===== src/rtl/counter_event_unit.sv =====
// rtl/counter_event_unit.sv - edge capture, event counting and interrupt for three counter outputs
// Optional timestamp timer and TSTAMP register built when COUNTER_EVT_TSTAMP_EN is defined.
module counter_event_unit #(
  parameter int CNT_W       = 8,
  parameter int SYNC_STAGES = 2
) (
  input  logic        clk,
  input  logic        rst,
  input  logic        counter0_out,
  input  logic        counter1_out,
  input  logic        counter2_out,
  input  logic        evt_we,
  input  logic [1:0]  evt_addr,
  input  logic [31:0] evt_wdata,
  output logic [31:0] evt_rdata,
  output logic        evt_irq
);

  localparam logic [CNT_W-1:0] CNT_MAX = '1;

  logic [2:0]       sync_q [SYNC_STAGES];
  logic [2:0]       prev_q;
  logic [2:0]       pending_q;
  logic [2:0]       en_q;
  logic [2:0]       mask_q;
  logic [2:0]       pol_q;
  logic [CNT_W-1:0] cnt_q [3];

  logic [2:0] sync_now;
  logic [2:0] edge_hit;
  logic [2:0] qual;
  logic [2:0] w1c;
  logic [2:0] cnt_clr;
  logic       wr_status;
  logic       wr_ctrl;
  logic       wr_count;
  logic       unused_wdata;

  assign sync_now  = sync_q[SYNC_STAGES-1];
  // Polarity only selects which comparison is used, so flipping it never fabricates an edge.
  assign edge_hit  = (pol_q & ~sync_now & prev_q) | (~pol_q & sync_now & ~prev_q);
  assign qual      = edge_hit & en_q;
  assign wr_status = evt_we && (evt_addr == 2'd0);
  assign wr_ctrl   = evt_we && (evt_addr == 2'd1);
  assign wr_count  = evt_we && (evt_addr == 2'd2);
  assign w1c       = wr_status ? evt_wdata[2:0] : 3'b000;
  assign cnt_clr   = wr_count ? evt_wdata[2:0] : 3'b000;

  assign unused_wdata = ^{evt_wdata[31:11], evt_wdata[7], evt_wdata[3]};

  always_ff @(posedge clk) begin
    if (rst) begin
      for (int k = 0; k < SYNC_STAGES; k++) sync_q[k] <= 3'b000;
      prev_q    <= 3'b000;
      pending_q <= 3'b000;
      en_q      <= 3'b000;
      mask_q    <= 3'b000;
      pol_q     <= 3'b000;
      evt_irq   <= 1'b0;
      for (int i = 0; i < 3; i++) cnt_q[i] <= '0;
    end else begin
      sync_q[0] <= {counter2_out, counter1_out, counter0_out};
      for (int k = 1; k < SYNC_STAGES; k++) sync_q[k] <= sync_q[k-1];
      prev_q    <= sync_now;
      pending_q <= (pending_q & ~w1c) | qual;
      if (wr_ctrl) begin
        en_q   <= evt_wdata[2:0];
        mask_q <= evt_wdata[6:4];
        pol_q  <= evt_wdata[10:8];
      end
      evt_irq <= |(pending_q & mask_q);
      // A clear coinciding with an edge leaves that edge counted.
      for (int i = 0; i < 3; i++) begin
        if (cnt_clr[i]) begin
          cnt_q[i] <= CNT_W'(qual[i]);
        end else if (qual[i] && (cnt_q[i] != CNT_MAX)) begin
          cnt_q[i] <= cnt_q[i] + 1'b1;
        end
      end
    end
  end

`ifdef COUNTER_EVT_TSTAMP_EN
  logic [31:0] timer_q;
  logic [31:0] tstamp_q;

  always_ff @(posedge clk) begin
    if (rst) begin
      timer_q  <= 32'd0;
      tstamp_q <= 32'd0;
    end else begin
      timer_q <= timer_q + 32'd1;
      if (|qual) tstamp_q <= timer_q;
    end
  end
`endif

  always_comb begin
    evt_rdata = 32'd0;
    case (evt_addr)
      2'd0: evt_rdata[2:0] = pending_q;
      2'd1: begin
        evt_rdata[2:0]  = en_q;
        evt_rdata[6:4]  = mask_q;
        evt_rdata[10:8] = pol_q;
      end
      2'd2: evt_rdata[3*CNT_W-1:0] = {cnt_q[2], cnt_q[1], cnt_q[0]};
      2'd3: begin
`ifdef COUNTER_EVT_TSTAMP_EN
        evt_rdata = tstamp_q;
`endif
      end
      default: evt_rdata = 32'd0;
    endcase
  end

endmodule

===== config.mk =====
export PLATFORM = sky130hd
export DESIGN_NAME = counter_event_unit
export DESIGN_NICKNAME = d
export VERILOG_FILES = /design/src/rtl/counter_event_unit.sv
export SDC_FILE = /design/constraint.sdc
export NUM_CORES = 1
export LEC_CHECK = 0
export BUFFER_PORTS_ARGS = -buffer_cell sky130_fd_sc_hd__buf_2
export CORE_ASPECT_RATIO = 0.75
export CORE_UTILIZATION = 35
export CTS_BUF_LIST = sky130_fd_sc_hd__clkbuf_4 sky130_fd_sc_hd__clkbuf_8
export DETAILED_ROUTE_END_ITERATION = 8
export SLEW_MARGIN = 5
export SYNTH_ARGS = -nofsm -noshare
export SYNTH_HDL_FRONTEND = slang
export SYNTH_SLANG_ARGS = --single-unit

===== constraint.sdc =====
create_clock -name clk -period 4.8 [get_ports clk]
set_clock_uncertainty 0.1 [all_clocks]
set_input_delay 0.96 -clock clk [delete_from_list [all_inputs] [get_ports clk]]
set_output_delay 0.96 -clock clk [all_outputs]
set_load 0.02 [all_outputs]

### Word level (Yosys, flattened, before mapping)

Memories as Yosys holds them, arrays and structs flattened.
Cells that the tools add are included.

| storage, ports and cells | value |
|---|---|
| bits in registers | 16 |
| output and inout bits | 33 |
| word-level logic and storage cells | 85 |
| input bits | 40 |
| memories | 2 |
| memory bits (writable) | 30 |

Memory list:

| name | words | width | rd ports | clocked after memory_dff | wr ports | RTL line | RTL |
|---|---|---|---|---|---|---|---|
| cnt_q | 3 | 8 | 3 | 0 | 3 | 27 | `logic [CNT_W-1:0] cnt_q [3];` |
| sync_q | 2 | 3 | 2 | 0 | 2 | 21 | `logic [2:0] sync_q [SYNC_STAGES];` |

| cells by class | value |
|---|---|
| reductions and logical operators | 8 |
| equality and inequality tests | 5 |
| bitwise operators | 21 |
| multiplexer cells | 40 |
| add/subtract/negate cells | 3 |

Operators with widths:

| operator | count |
|---|---|
| $mux W8 | 6 |
| $mux W1 | 26 |
| $add A8 B1 Y8 const B | 3 |
| $ne A8 B8 Y1 const B | 3 |
| $and A3 B3 Y3 | 7 |
| $mux W13 | 1 |
| $mux W3 | 4 |
| $not A3 Y3 | 4 |
| $pmux W3 S2 | 2 |
| $pmux W3 S3 | 1 |
| $or A1 B1 Y1 | 8 |
| $logic_and A1 B1 Y1 | 6 |
| $or A3 B3 Y3 | 2 |
| $reduce_or A3 Y1 | 1 |
| $eq A2 B1 Y1 const B | 1 |
| $eq A2 B2 Y1 const B | 1 |
| $logic_not A2 Y1 | 1 |

### Logic depth before layout (Yosys ltp)

Gate-level depths: netlist of run 1.
An unclocked memory read counts as a cell.

| logic depth | value |
|---|---|
| depth in word-level cells | 12 |
| gate-level depth with buffers | 8 |
| gate-level depth less buffers | 6 |

### Least setup slack after synthesis of run 1

No wires, ideal clock.

| path | value |
|---|---|
| path kind | input to output |
| from | input port evt_addr[1] |
| to | output port evt_rdata[2] |
| required time | 3.740 ns |
| setup slack | 1.636 ns |
| cell stages on the path | 6 |
| data arrival time | 2.104 ns |
| path buffers | 2 |
| cells stage by stage | inv_1 ha_1 clkbuf_1 clkbuf_1 a222oi_1 nor2_1 |

| on the way | value |
|---|---|
| word-level cells in the longest chain between the ends | 2 |
| elaborated cells on any way between the ends | 4 |
| classes of those cells | eq/ne: 2; mux: 1; reduce/logical: 1 |

RTL lines:

| element | RTL line | RTL |
|---|---|---|
| start: declaration | 13 | `input logic [1:0] evt_addr,` |
| $eq A2 B2 Y1, or another cell as far along | 100 | `case (evt_addr)` |
| $pmux W3 S3 (*) | 100 |  |
| end: declaration | 15 | `output logic [31:0] evt_rdata,` |

Every way passes the cells marked *; elsewhere a longest branch is shown, timed or not.

### Worst setup path in the final report of run 1

| path | value |
|---|---|
| from | input port evt_addr[0] |
| to | output port evt_rdata[2] |

Same word-level chain as after synthesis.

==> flow_metrics.tcl, run 1 <==
set metrics [dict create \
    gr-total-overflow 0 \
    die_area_um2 7298 \
    status "complete, but fails checks" \
    clkLatencyLatePin_ns 0.30 \
    worst_path_max_delay_cell "ha_1" \
    io_pins 73 \
    yosys_warnings 0 \
    maxSlewViolCount 0 \
    regArea_um2 1161 \
    async_flop_share_pct 0 \
    fillerInstances 658 \
    vias 1858 \
    worstSetupPathType "in -> out" \
    violations "design-rule violations" \
    cts_resized 0 \
    reg2reg_to "cnt_q[2][6]" \
    layout-drive-gt1-share_pct 19.66 \
    crit_top_cell "buf_2" \
    yosysSeqAreaShare_pct 47.69 \
    route.detailed.drc 2 \
    num-nets-final 336 \
    synth.distinct_cells 38 \
    postCtsSetupBuffers 0 \
    startpoint "evt_addr[0]" \
    cp-start-kind "input pin" \
    reg2reg_slack_ns 2.69 \
    num_rows 25 \
    ys_ff_latch 46 \
    vias_per_cell 5.008 \
    cts_root_buf "clkbuf_8" \
    cp-endpoint "evt_rdata[2]" \
    crit_path_end_kind "output port" \
    required_ns 3.74 \
    r2r.worst_path.cells 5 \
    dr.pass1.iters 6 \
    power-per-cell-area_nw_per_um2 278.3 \
    hp-class "reg -> reg" \
    chipWidth_um 98.31 \
    drt-wirelength-per-cell_um 13.97 \
    core_area_um2 6506 \
    period_minus_slack_ns 3.575 \
    finalSetupViolCount 0 \
    rsz0062_at_grt "no" \
    diodes 0 \
    power.leakage_nw 1.083 \
    dp.cells 363 \
    relSlewSlack_pct 38.52 \
    cap_viol_max_count 0 \
    syn_avg_cell_area_um2 9.624 \
    syn-instance-count 253 \
    area_growth_pct 12.44 \
    cts_tree "yes" \
    first_global_vias 1719 \
    final_cells 371 \
    ctsHoldBuffers 0 \
    critPathMaxFanout 28 \
    worstMarginPinSlew_ns 0.9223 \
    path_cells "buf_2, inv_1, ha_1, a222oi_1, nor2_1, buf_2" \
    synthesis.area_um2 2435 \
    multi_input_area_um2 1155 \
    antenna_found_initial 0 \
    grtUsageTotal_pct 15.15 \
    tns_ns 0 \
    dp_hpwl_mm 3.764 \
    htreeDepth 2 \
    rr_startpoint "cnt_q[2][0]" \
    synth-edff-count 24 \
    die_h_um 74.23 \
    port_buffers 41 \
    clkTransAtPathRegs_ns 0.08 \
    hold_viol_final 0 \
    hold-worst-slack_ns 0.3445 \
    cts.sinks 46 \
    drt_wl_total_mm 5.182 \
    drt_iter0_drc 109 \
    grt_max_degree 29 \
    clk_path_buf_depth 2 \
    place.gp.congestion 0.7965 \
    critical_path_arrival_ns 2.51 \
    achievable-frequency_ghz 0.2797 \
    vdd_drop_max_mv 0.1078 \
    numCtsBuffers 5 \
    crit_path_max_incr_delay_ns 0.76 \
    start_util_pct 37.42 \
    synthFlopType "edfxtp_1" \
    min_period_over_period_pct 74.48 \
    ant_nets 0 \
    grt_pass1_wl_mm 8.597 \
]
[logic make-up after synthesis]
kind of cell,share of synthesized area [%]
compound gates,10.07
xor+xnor,6.475
fa+ha+maj,3.597
buf+inv,5.961
flops,47.69
other cells,0.1540
simple gates,26.05
[flip-flops by register name, indices dropped and copies added, names as in the netlist]
register	flops
cnt_q	24
en_q	3
evt_irq	1
mask_q	3
pending_q	3
pol_q	3
prev_q	3
sync_q	6
[cell usage after synthesis, types with 2 or more instances]
master / count / area share [%]
nor2_1: 30 / 4.6
inv_1: 7 / 1.1
nor3_1: 3 / 0.62
buf_6: 2 / 0.92
o21ai_1: 3 / 0.62
nor2b_1: 15 / 3.9
a222oi_1: 4 / 1.6
xor2_1: 10 / 3.6
xnor2_1: 8 / 2.9
clkbuf_1: 7 / 1.1
edfxtp_1: 24 / 30
nand3_1: 24 / 4.9
and3b_1: 3 / 1.1
and2_1: 16 / 4.1
a31o_1: 3 / 1.1
nand2_1: 17 / 2.6
a21oi_1: 12 / 2.5
buf_4: 8 / 2.5
dfxtp_1: 22 / 18
nor3b_1: 3 / 0.92
a22oi_1: 6 / 1.8
a311o_2: 2 / 0.92
buf_2: 2 / 0.41
ha_1: 7 / 3.6
and3_4: 2 / 0.92
[where the power goes]
part	switching, mW	total, mW	internal (mW)
Clock	0.138	0.241	0.103
Combinational	0.0493	0.0778	0.0285
Sequential	0.0150	0.443	0.428
[metrics by stage]
step | utilization [%] | area [um2] | worst slack (ns) | total power [mW]
2_1_floorplan | - | 2461 | 1.636 | 0.5086
3_3_place_gp | 40.71 | 2649 | 1.286 | 0.5281
3_5_place_dp | 40.71 | 2649 | 1.193 | 0.5300
4_1_cts | 42.08 | 2738 | 1.194 | 0.7711
5_1_grt | 42.08 | 2738 | 1.044 | 0.7986
6_report | 42.08 | 2738 | 1.225 | 0.7618
[metal layers]
metal / vias up / track usage (%) / part of all wire (%)
li1: 933 / - / -
met5: - / 0 / 0
met4: 0 / 3.980 / 0.27
met1: 872 / 23.03 / 51
met3: 2 / 3.102 / 5.8
met2: 51 / 21.75 / 43
[layout make-up]
type | instances | share of cell area, %
sequential | 46 | 42.41
timing repair buffer | 41 | 7.495
clock inverter | 3 | 0.7313
multi-input combinational | 188 | 42.18
inverter | 7 | 0.9598
tap | 81 | 3.702
clock buffer | 5 | 2.514
[worst max-delay path: cells and delay by family]
family / cells / cell delay (ns)
AO/OA/AOI/OAI: 1 / 0.26
buffers and inverters: 3 / 0.37
AND/OR/NAND/NOR: 1 / 0.15
adder cells (fa/ha/maj): 1 / 0.76
[layout by cell type (no fill, tap or decap), types with 4 or more instances in the layout]
cell type | netlist | routed
nand3_1 | 24 | 24
clkbuf_8 | 0 | 5
a22oi_1 | 6 | 6
a21oi_1 | 12 | 12
dfxtp_1 | 22 | 22
buf_2 | 2 | 41
edfxtp_1 | 24 | 24
a222oi_1 | 4 | 4
nand2_1 | 17 | 17
inv_1 | 7 | 7
conb_1 | 1 | 8
nor2b_1 | 15 | 15
nor2_1 | 30 | 30
and2_1 | 16 | 16
ha_1 | 7 | 7
xnor2_1 | 8 | 8
xor2_1 | 10 | 10
[worst min path at each step]
stage,from,endpoint,slack [ns],cells after the start
5_1_grt,sync_q[0][0],sync_q[0][3],0.37,1
3_3_place_gp,sync_q[0][0],sync_q[0][3],0.32,1
4_1_cts,sync_q[0][2],sync_q[0][5],0.35,1
2_1_floorplan,sync_q[0][0],sync_q[0][3],0.31,1
6_report,sync_q[0][2],sync_q[0][5],0.34,1
3_5_place_dp,sync_q[0][2],sync_q[0][5],0.33,1
Note: power is estimated with default switching activity, not from simulation.
==> run 2, diff against run 1 <==
==> constraint.sdc (replaced) <==
create_clock -name clk -period 3.2 [get_ports clk]
set_clock_uncertainty 0.1 [all_clocks]
set_input_delay 0.64 -clock clk [delete_from_list [all_inputs] [get_ports clk]]
set_output_delay 0.64 -clock clk [all_outputs]
set_load 0.02 [all_outputs]
==> flow_metrics.tcl, run 2 (synthesis gave the netlist of run 1 again) <==
set metrics [dict create \
    postCtsSetupBuffers 0 \
    path_cells "buf_2, inv_1, ha_1, a222oi_1, nor2_1, buf_2" \
    vias_per_cell 4.979 \
    tns_ns 0 \
    drt_wl_total_mm 5.180 \
    rr_startpoint "cnt_q[2][0]" \
    first_global_vias 1695 \
    numCtsBuffers 5 \
    gr-total-overflow 0 \
    drt_iter0_drc 97 \
    hp-class "reg -> reg" \
    grt_pass1_wl_mm 8.314 \
    clkTransAtPathRegs_ns 0.09 \
    crit_top_cell "buf_2" \
    route.detailed.drc 0 \
    layout_commonest_cell "buf_2" \
    maxSlewViolCount 0 \
    start_util_pct 37.42 \
    critical_path_arrival_ns 2.01 \
    power-per-cell-area_nw_per_um2 441.2 \
    crit_path_max_incr_delay_ns 0.59 \
    port_buffers 41 \
    cap_viol_max_count 0 \
    setup_slack_ns 0.4463 \
    achievable-frequency_ghz 0.3631 \
    rsz0062_at_grt "no" \
    num-nets-final 338 \
    cp_num_buf_inv 3 \
    worstSetupPathType "in -> out" \
    dr.pass1.iters 6 \
    reg2reg_to "cnt_q[2][5]" \
    top_register "cnt_q" \
    hold_viol_final 0 \
    dp_hpwl_mm 3.791 \
    diodes 0 \
    startpoint "evt_addr[0]" \
    power.leakage_nw 1.104 \
    core_area_um2 6506 \
    ant_nets 0 \
    vias 1857 \
    cts_tree "yes" \
    antenna_found_initial 0 \
    vdd_drop_max_mv 0.1525 \
    status "finished clean" \
    cts.sinks 46 \
    fillerInstances 662 \
    layout-drive-gt1-share_pct 20.21 \
    r2r.worst_path.cells 5 \
    path_delay_family "adder cells" \
    drt-wirelength-per-cell_um 13.89 \
    die_h_um 74.23 \
    ctsHoldBuffers 0 \
    worstMarginPinSlew_ns 0.6744 \
    post-place-ws_ns 0.3781 \
    die_area_um2 7298 \
    min_period_over_period_pct 86.05 \
    num_rows 25 \
    finalSetupViolCount 0 \
    dp.cells 365 \
    worst_path_max_delay_cell "ha_1" \
    grt_max_degree 27 \
    io_pins 73 \
    clk_path_buf_depth 2 \
    clkLatencyLatePin_ns 0.30 \
    place.gp.congestion 0.8363 \
    grtUsageTotal_pct 14.83 \
    largest_registers "cnt_q: 24 flops, sync_q: 6 flops" \
    cts_root_buf "clkbuf_8" \
    final_cell_mix "buf_2 (41), nor2_1 (30), nand3_1 (24), edfxtp_1 (24), dfxtp_1 (22)" \
    required_ns 2.46 \
    reg2reg_slack_ns 1.06 \
    crit_path_end_kind "output port" \
    area_growth_pct 13.98 \
    final_cells 373 \
    cp-endpoint "evt_rdata[2]" \
    largest_reg_flops 24 \
    htreeDepth 2 \
    chipWidth_um 98.31 \
    cp-start-kind "input pin" \
    critPathMaxFanout 20 \
    relSlewSlack_pct 55.04 \
    period_minus_slack_ns 2.754 \
    cts_resized 0 \
    cp.depth 6 \
]
run 2: cell count changes in the layout (fill, tap and decap cells not counted):
| cell | change |
|---|---|
| buf_4 | +2 |
| bufinv_16 | +1 |
| clkinv_2 | -1 |
| clkinv_4 | -1 |
| inv_4 | +1 |
run 2: worst register-to-register path: cells and delay by family, from the launching register on:
kind,cells,cell delay (ns)
adder cells (fa/ha/maj),1,0.28
AND/OR/NAND/NOR,3,0.49
flip-flops,1,0.47
AO/OA/AOI/OAI,1,0.46
run 2: metrics by stage:
stage	total power [mW]	hold slack [ns]	utilization, %	area [um2]
after floorplan	0.7629	0.3138	-	2461
after global placement	0.7942	0.3185	40.94	2664
after detailed placement	0.7963	0.3260	40.94	2664
after CTS	1.232	0.3478	42.65	2775
after global routing	1.266	0.3672	42.65	2775
final	1.224	0.3463	42.65	2775
run 2: power by group:
group | switching (mW) | internal, mW | total (mW)
clock | 0.208 | 0.234 | 0.441
sequential | 0.0229 | 0.642 | 0.665
combinational | 0.0744 | 0.0441 | 0.119
total | 0.305 | 0.919 | 1.22
run 2: worst min path at each step:
stage / start / end / cells after the start
floorplan: sync_q[0][0] / sync_q[0][3] / 1
detailed placement: sync_q[0][0] / sync_q[0][3] / 1
global route: sync_q[0][0] / sync_q[0][3] / 1
CTS: sync_q[0][0] / sync_q[0][3] / 1
finish: sync_q[0][0] / sync_q[0][3] / 1
global placement: sync_q[0][2] / sync_q[0][5] / 1
run 2: layer usage:
| layer | vias to the layer above | part of all wire, % | GRT usage [%] |
|---|---|---|---|
| met5 | - | 0 | 0 |
| met4 | 0 | 0.95 | 4.809 |
| met3 | 4 | 5.4 | 3.477 |
| met2 | 51 | 41 | 21.28 |
| met1 | 859 | 52 | 21.98 |
| li1 | 943 | - | - |
run 2: final cells by class:
type / count / area (um2) / share of cell area (%)
repair buffers: 43 / 220.2 / 7.935
clock buffers: 5 / 68.82 / 2.480
inverters: 7 / 26.28 / 0.9468
flip-flops and latches: 46 / 1161 / 41.84
well taps: 81 / 101.3 / 3.652
clock inverters: 3 / 42.54 / 1.533
multi-input cells: 188 / 1155 / 41.61
==> run 3, diff against run 2 <==
--- a/config.mk
+++ b/config.mk
@@ -7,9 +7,11 @@
 export LEC_CHECK = 0
 export BUFFER_PORTS_ARGS = -buffer_cell sky130_fd_sc_hd__buf_2
 export CORE_ASPECT_RATIO = 0.75
-export CORE_UTILIZATION = 35
+export CORE_UTILIZATION = 48
 export CTS_BUF_LIST = sky130_fd_sc_hd__clkbuf_4 sky130_fd_sc_hd__clkbuf_8
 export DETAILED_ROUTE_END_ITERATION = 8
+export GPL_TIMING_DRIVEN = 0
+export PLACE_DENSITY = 0.78
 export SLEW_MARGIN = 5
 export SYNTH_ARGS = -nofsm -noshare
 export SYNTH_HDL_FRONTEND = slang
==> flow_metrics.tcl, run 3 (synthesis gave the netlist of run 1 again) <==
set metrics [dict create \
    power.leakage_nw 1.168 \
    power-per-cell-area_nw_per_um2 460.5 \
    layout_commonest_cell "buf_2" \
    clkTransAtPathRegs_ns 0.08 \
    vdd_drop_max_mv 0.2483 \
    route.detailed.drc 2 \
    cts_root_buf "clkbuf_8" \
    port_buffers 39 \
    reg2reg_to "cnt_q[2][6]" \
    area_growth_pct 18.04 \
    first_global_vias 1714 \
    final_core_util_pct 58.99 \
    place.gp.congestion 0.8726 \
    vias_per_cell 5.240 \
    grt_pass1_wl_mm 8.307 \
    start_util_pct 49.97 \
    grt_max_degree 15 \
    top_register "cnt_q" \
    cp-start-kind "input pin" \
    worstSetupPathType "in -> out" \
    dr.pass1.iters 7 \
    ctsHoldBuffers 0 \
    status "complete, but fails checks" \
    numCtsBuffers 5 \
    grtUsageTotal_pct 20.50 \
    cap_viol_max_count 0 \
    core_area_um2 4872 \
    drt_wl_total_mm 5.178 \
    dp_hpwl_mm 3.671 \
    reg2reg_slack_ns 1.11 \
    vias 1923 \
    diodes 0 \
    layout-drive-gt1-share_pct 21.82 \
    drt-wirelength-per-cell_um 14.11 \
    violations "design-rule violations" \
    antenna_found_initial 0 \
    rsz0062_at_grt "no" \
    htreeDepth 2 \
    whs_path_depth 1 \
    required_ns 2.46 \
    clk_path_buf_depth 2 \
    gr-total-overflow 0 \
    period_minus_slack_ns 2.990 \
    critPathMaxFanout 10 \
    die_area_um2 5364 \
    worstHoldEndpoint "sync_q[0][5]" \
    largest_reg_flops 24 \
    maxSlewViolCount 0 \
    io_pins 73 \
    final_cell_mix "buf_2 (41), nor2_1 (30), nand3_1 (24), edfxtp_1 (24), dfxtp_1 (22)" \
    die_h_um 63.68 \
    postCtsSetupBuffers 0 \
    crit_path_end_kind "output port" \
    critical_path_arrival_ns 2.25 \
    p_switching_mw 0.2965 \
    largest_registers "cnt_q: 24 flops, sync_q: 6 flops" \
    finalSetupViolCount 0 \
    r2r.worst_path.cells 5 \
    cts.sinks 46 \
    cts_tree "yes" \
    tns_ns 0 \
    rr_startpoint "cnt_q[2][0]" \
    clock_power_share_pct 40.0 \
    cts_resized 0 \
    p_comb_share_pct 9.8 \
    clkLatencyLatePin_ns 0.30 \
    chipWidth_um 84.24 \
    hold-worst-slack_ns 0.3433 \
    internal_power_mw 1.027 \
    min_period_over_period_pct 93.44 \
    num-nets-final 353 \
    p_total_mw 1.323 \
    num_rows 22 \
    drt_iter0_drc 182 \
    hold_viol_final 0 \
    p_seq_share_pct 50.2 \
    ant_nets 0 \
    hp-class "reg -> reg" \
    hp-start "sync_q[0][2]" \
    achievable-frequency_ghz 0.3344 \
    power.switching_fraction_pct 22.41 \
]
## run 3: layout make-up
type / count / area (um2)
plain buffers: 19 / 118.9
clock buffers: 6 / 82.58
clock inverters: 2 / 60.06
fillers: 439 / 1998
inverters: 7 / 26.28
multi-input cells: 188 / 1155
flip-flops and latches: 46 / 1161
well taps: 60 / 75.07
repair buffers: 39 / 195.2
## run 3: worst max-delay path by stage
| stage | start | end | slack, ns |
|---|---|---|---|
| finish | evt_addr[1] | evt_rdata[2] | 0.21 |
| detailed placement | evt_addr[1] | evt_rdata[2] | 0.24 |
| CTS | evt_addr[1] | evt_rdata[2] | 0.23 |
| global placement | evt_addr[1] | evt_rdata[2] | 0.31 |
| floorplan | evt_addr[1] | evt_rdata[2] | 0.68 |
| global route | evt_addr[1] | evt_rdata[2] | 0.11 |
## run 3: power groups by stage
stage / Clock, mW / Combinational [mW] / Sequential, mW
final: 0.529 / 0.130 / 0.664
after global routing: 0.561 / 0.142 / 0.668
after CTS: 0.539 / 0.130 / 0.664
after detailed placement: 0 / 0.129 / 0.677
after global placement: 0 / 0.126 / 0.676
after floorplan: 0 / 0.0931 / 0.670
## run 3: routing by layer
metal  GRT usage [%]  share of wire (%)
met1           29.06                 47
met2           31.45                 43
met3           4.194                8.4
met4           6.466                1.0
met5               0                  0
## run 3: per-stage QoR
stage,cell area [um2],cells,worst slack [ns]
after floorplan,2461,260,0.6763
after global placement,2731,359,0.3103
after detailed placement,2731,359,0.2391
after CTS,2874,367,0.2259
after global routing,2874,367,0.1090
final,2874,367,0.2100
## run 3: worst max-delay path, cell delays in order
cell and delay [ns]:
buf_2 0.12, inv_1 0.08, ha_1 0.14, clkbuf_1 0.38, clkbuf_1 0.44, a222oi_1 0.14
nor2_1 0.14, buf_2 0.18
